==> config.mk <==
export PLATFORM = sky130hd
export DESIGN_NAME = alu_mul_seq
export DESIGN_NICKNAME = d
export VERILOG_FILES = /design/src/rtl/alu_mul_seq_pkg.sv /design/src/rtl/alu_mul_seq_ctr.sv /design/src/rtl/alu_mul_seq.sv
export SDC_FILE = /design/constraint.sdc
export NUM_CORES = 1
export LEC_CHECK = 0
export ABC_AREA = 1
export CAP_MARGIN = 20
export CORE_MARGIN = 2
export CORE_UTILIZATION = 43
export CTS_CLUSTER_SIZE = 14
export DETAILED_ROUTE_END_ITERATION = 10
export GPL_TIMING_DRIVEN = 0
export PLACE_DENSITY = 0.78
export SKIP_LAST_GASP = 1
export SLEW_MARGIN = 15
export SYNTH_ARGS = -nofsm -noshare
export SYNTH_HDL_FRONTEND = slang
export SYNTH_SLANG_ARGS = --single-unit
==> constraint.sdc <==
create_clock -name clk -period 2.2 [get_ports clk]
set_clock_uncertainty 0.2 [all_clocks]
set_input_delay 0.44 -clock clk [delete_from_list [all_inputs] [get_ports clk]]
set_output_delay 0.44 -clock clk [all_outputs]
set_load 0.005 [all_outputs]
==> src/rtl/alu_mul_seq_pkg.sv <==
// Shared types and constants for the shift-and-add multiplier and its external ALU.
package alu_mul_seq_pkg;

    typedef enum logic [1:0] {
        IDLE  = 2'd0,
        ADD   = 2'd1,
        SHIFT = 2'd2,
        DONE  = 2'd3
    } state_t;

    localparam logic [4:0] FS_AND = 5'b00000;
    localparam logic [4:0] FS_OR  = 5'b00100;
    localparam logic [4:0] FS_ADD = 5'b01000;
    localparam logic [4:0] FS_XOR = 5'b01100;
    localparam logic [4:0] FS_SHL = 5'b10000;
    localparam logic [4:0] FS_SHR = 5'b10100;

    // Bit positions inside the ALU status word {V,C,N,Z}
    localparam int STATUS_V = 3;
    localparam int STATUS_C = 2;
    localparam int STATUS_N = 1;
    localparam int STATUS_Z = 0;

endpackage

==> src/rtl/alu_mul_seq_ctr.sv <==
// Iteration counter for the multiplier; tc flags the last of N shift steps.
module alu_mul_seq_ctr #(
    parameter int N = 64,
    parameter int W = (N > 1) ? $clog2(N) : 1
) (
    input  logic clk,
    input  logic rst_n,
    input  logic clr,
    input  logic inc,
    output logic tc
);

    logic [W-1:0] cnt;

    always_ff @(posedge clk or negedge rst_n) begin
        if (!rst_n) begin
            cnt <= '0;
        end else if (clr) begin
            cnt <= '0;
        end else if (inc) begin
            cnt <= cnt + W'(1);
        end
    end

    assign tc = (cnt == W'(N - 1));

endmodule

==> src/rtl/alu_mul_seq.sv <==
// Sequential shift-and-add multiplier driving an external combinational ALU.
// Optional feature: define ALU_MUL_SEQ_EARLY_EXIT_EN to stop once no multiplier bits remain.
module alu_mul_seq
    import alu_mul_seq_pkg::*;
#(
    parameter int N = 64
) (
    input  logic         clk,
    input  logic         rst_n,
    input  logic         start,
    input  logic [N-1:0] op_a,
    input  logic [N-1:0] op_b,
    output logic         busy,
    output logic         done,
    output logic [N-1:0] product,
    output logic         ovf,
    output logic [N-1:0] alu_a,
    output logic [N-1:0] alu_b,
    output logic [4:0]   alu_fs,
    output logic         alu_c0,
    input  logic [N-1:0] alu_f,
    input  logic [3:0]   alu_status
);

    state_t       state;
    state_t       next_state;
    logic [N-1:0] acc;
    logic [N-1:0] mcand;
    logic [N-1:0] mplr;
    logic         ovf_acc;
    logic         cnt_tc;
    logic         early_exit;
    logic         shift_ovf;
    logic         accept;
    logic         load_result;
    logic         unused_status;

    assign unused_status = ^{alu_status[STATUS_V], alu_status[STATUS_N], alu_status[STATUS_Z]};

    assign accept    = (state == IDLE) && start;
    // A multiplicand bit falling off the top only matters if a later multiplier bit would add it.
    assign shift_ovf = mcand[N-1] && (mplr[N-1:1] != '0);

`ifdef ALU_MUL_SEQ_EARLY_EXIT_EN
    assign early_exit = (mplr[N-1:1] == '0);
`else
    assign early_exit = 1'b0;
`endif

    alu_mul_seq_ctr #(.N(N)) u_ctr (
        .clk   (clk),
        .rst_n (rst_n),
        .clr   (accept),
        .inc   (state == SHIFT),
        .tc    (cnt_tc)
    );

    always_ff @(posedge clk or negedge rst_n) begin
        if (!rst_n) begin
            state <= IDLE;
        end else begin
            state <= next_state;
        end
    end

    always_comb begin
        next_state = state;
        unique case (state)
            IDLE:    if (start) next_state = op_b[0] ? ADD : SHIFT;
            ADD:     next_state = SHIFT;
            SHIFT: begin
                if (cnt_tc || early_exit) next_state = DONE;
                else                      next_state = mplr[1] ? ADD : SHIFT;
            end
            DONE:    next_state = IDLE;
            default: next_state = IDLE;
        endcase
    end

    always_comb begin
        busy   = 1'b0;
        done   = 1'b0;
        alu_a  = '0;
        alu_b  = '0;
        alu_fs = FS_AND;
        alu_c0 = 1'b0;
        unique case (state)
            ADD: begin
                busy   = 1'b1;
                alu_a  = acc;
                alu_b  = mcand;
                alu_fs = FS_ADD;
            end
            SHIFT: begin
                busy   = 1'b1;
                alu_a  = mcand;
                alu_b  = N'(1);
                alu_fs = FS_SHL;
            end
            DONE:    done = 1'b1;
            default: ;
        endcase
    end

    // Result registers load on the way into DONE so they are already valid while done is high.
    assign load_result = (state == SHIFT) && (next_state == DONE);

    always_ff @(posedge clk or negedge rst_n) begin
        if (!rst_n) begin
            acc     <= '0;
            mcand   <= '0;
            mplr    <= '0;
            ovf_acc <= 1'b0;
            product <= '0;
            ovf     <= 1'b0;
        end else begin
            unique case (state)
                IDLE: begin
                    if (start) begin
                        acc     <= '0;
                        mcand   <= op_a;
                        mplr    <= op_b;
                        ovf_acc <= 1'b0;
                    end
                end
                ADD: begin
                    acc <= alu_f;
                    if (alu_status[STATUS_C]) ovf_acc <= 1'b1;
                end
                SHIFT: begin
                    mcand <= alu_f;
                    mplr  <= mplr >> 1;
                    if (shift_ovf) ovf_acc <= 1'b1;
                    if (load_result) begin
                        product <= acc;
                        ovf     <= ovf_acc | shift_ovf;
                    end
                end
                default: ;
            endcase
        end
    end

endmodule

==> results.md <==
- Gate Count Post-Synth: 1667
- Die height: around 180 um
- Slowest-stage cell, CP: dfrtp_2
- Cells on worst reg2reg path: 13
- Slew margin rel.: 59.96%
- Crit path to: alu_b[63]
- Pwr dens: 512.6 nW/um2
- Setup TNS: -84950 ps
- First-pass GRT wire length: 80580 um
- R2R setup slack: -250 ps
- Yosys warning count: 0
- Critical Path Source: state[0]
- Core ar.: 29560 um2
- Worst min path class: in2reg
- Total number of vias: approximately 15000
- Worst-Margin Slew: 600.5 ps
- Maximum clock rate: 0.3483 GHz
- Routed Antenna Nets: 0
- Tcrit/Tclk final: 130.5%
- # DRC: 0
- Clock transition at path regs: 60 ps
- Peak VDD IR: 0.4391 mV
- Bufs on Longest Clock Path: 3
- Yosys top cell by area: dfrtp_1
- DPL Wire Length: 35970 um
- Kind of critical path: reg2out
- Outcome: finished, violations left
- Unrepaired setup endpoints after global routing: true
- Initial antenna violation count: 2
- Total global-route track usage: between 30% and 40%
- Final max-slew violation count: 0
- Htree depth: 1
- Post-Syn Area per Cell: 7.735 um2
- Clock sinks: 265
- Failing checks: setup timing
- CP max stage delay: 440 ps
- Hold Vio Cnt, Final: 0
- Worst EP required: 1560 ps
- Post-synthesis register bit count: around 270
- Die area: 31390 um2
- Synthesized area: 12890 um2
- Leak: 10.19 nW
- Proportion of layout cells with a drive suffix above 1: roughly 28%
- Cell Area, Placed: 17380 um2
- Tmin final: 2871 ps
- Total grt overflow: 0
- Top cell type's share of synthesized area: between 50% and 60%
- Worst-path maximum fanout: 8
- Startpoint types: flip-flop
- Port Buffers: a little under 400
- Setup slack after layout: -671.5 ps
- Routed WL per cell: 21.02 um
- CP cell instances: buf_6, ha_4, buf_6, clkbuf_16, clkbuf_16, buf_8, buf_6, nand2_2, inv_2, buf_6
- Worst Path Arrival: 2230 ps
- Cts bufs inserted: 29
- Max Cap Viol: 0
- GPL Wtd Cong: between 0.9 and 1
- Nets: 2411
- Register area: about 6600 um2
- Largest net degree at the start of global routing: 104
- R2r startpoint: state[1]
- First-pass detailed-route iteration total: 6
- Layout area overhead: 61.74%
- Worst skew pair latency: 550 ps
- Clock root buffer: clkbuf_16
- Fillers: about 2200
- Io pins: 400
- CP most frequent cell: buf_6
- Area of the multi-input gates: 5963 um2
- Post-Route WL: 54940 um
- Initial Util: 43.62%
- Netlist cell types: 24
- Site Rows: 63
- Synth top area cells: dfrtp_1 51%, nand2_1 16%, a31oi_1 6.1%, nor2_1 5.2%, inv_1 4.1%
- Iteration-0 DRC Markers: ~1400
- FF-to-FF End: product[56]
- CTS tree: done
- Layout Cell Area excl Fill: between 20000 and 25000 um2
- Vias per inst: 5.557
- # setup viols final: roughly 260
- Die width: between 150 and 200 um
- Setup crit end kind: output pin
- Vias in the first global route: around 14000
- WHS: 254.9 ps
- Seq/Total Area, Yosys: 51.43%
[registers in the layout, indices dropped and copies added, names as in the netlist]
signal,cells
mcand,64
ovf_acc,1
ovf,1
mplr,63
acc,64
product,64
state,2
u_ctr.cnt,6
[worst max-delay path: cells and delay by family (launching register included)]
family,cells,cell delay (ps)
flops,1,440
simple gates,1,60
fa+ha+maj,1,160
buf+inv,8,1020
[logic make-up (layout without fill, tap and decap cells)]
| group | after synthesis | after routing | synth area share, % |
|---|---|---|---|
| AOI/OAI and AO/OA | 332 | 332 | 15.18 |
| DFF | 265 | 265 | 51.43 |
| other | 1 | 5 | 0.02908 |
| and+or+nand+nor | 797 | 798 | 24.02 |
| adders and majority gates | 6 | 6 | 0.5822 |
| buffers and inverters | 266 | 818 | 8.763 |
[routing by layer]
layer  wire (um)  share of wire, %  GRT usage, %
met5          13             0.024             0
met4        2752               5.0         15.15
met3        4658               8.5         5.541
met2       26040                47         55.50
met1       21470                39         43.09
[stage by stage]
step / power [mW] / instances / util (%) / worst slack (ps)
after floorplan: 5.339 / 1670 / - / -17.51
after global placement: 6.018 / 2452 / 58.61 / -10930
after detailed placement: 6.036 / 2454 / 58.81 / -1556
after CTS: 10.67 / 2588 / 67.95 / -652.5
after global routing: 11.01 / 2614 / 70.55 / -707.7
final: 10.69 / 2614 / 70.55 / -671.5
[worst min-delay path by stage]
stage                      start      endpoint  depth (start not counted)
finish                  op_a[25]     mcand[25]                          3
global route            op_b[63]      mplr[63]                          3
CTS                     op_a[19]     mcand[19]                          3
detailed placement         rst_n   product[41]                          1
global placement    u_ctr.cnt[5]  u_ctr.cnt[5]                          1
floorplan                  rst_n        acc[0]                          0
[report_power, final]
group	internal, mW	switching, mW	leakage (nW)
clock	2.72	1.99	0.437
combinational	0.482	0.389	6.57
sequential	5.00	0.118	3.18
[cell type report]
cell class / count / area share [%]
Antenna cell: 1 / 0.01200
Buffer: 118 / 6.342
Clock buffer: 44 / 4.038
Clock inverter: 4 / 0.2160
Inverter: 143 / 2.598
Multi-Input combinational cell: 1140 / 28.60
Sequential cell: 265 / 31.81
Tap cell: 390 / 2.340
Timing Repair Buffer: 509 / 24.05
[Yosys cell counts (all sizes together)]
library cell,number
ha,6
o221ai,1
nor3,4
buf,49
a21oi,70
dfrtp,265
o21ai,134
nor2,178
nand3,70
conb,1
nand2,545
inv,143
clkbuf,74
a31oi,126
a211oi,1
[layout by cell type (no fill, tap or decap), types with 4 or more instances in the layout]
cell / n
o21ai_1: 16
nand2_2: 54
a21oi_4: 12
conb_1: 4
o21ai_0: 80
nand2_4: 39
clkbuf_16: 63
a21oi_1: 14
clkdlybuf4s50_1: 259
nand2_1: 453
clkbuf_2: 26
buf_12: 16
clkbuf_8: 13
inv_1: 103
a21oi_2: 44
buf_16: 5
buf_8: 22
clkbuf_1: 23
a31oi_1: 126
dfrtp_1: 264
nand3_1: 69
buf_2: 108
nor2_1: 174
o21ai_2: 38
inv_2: 38
buf_4: 55
buf_6: 70
[timing repair]
action / 4_1_cts / 5_1_grt
resized for setup: 927 / 165
hold buffers: 1 / 0
hold endpoints to repair: 70 / 0
buffers inserted: 73 / 25
pin swaps: 54 / 27
endpoints found under the setup margin: 389 / 369
gates cloned: 17 / 10
Note: power is estimated with default switching activity, not from simulation.
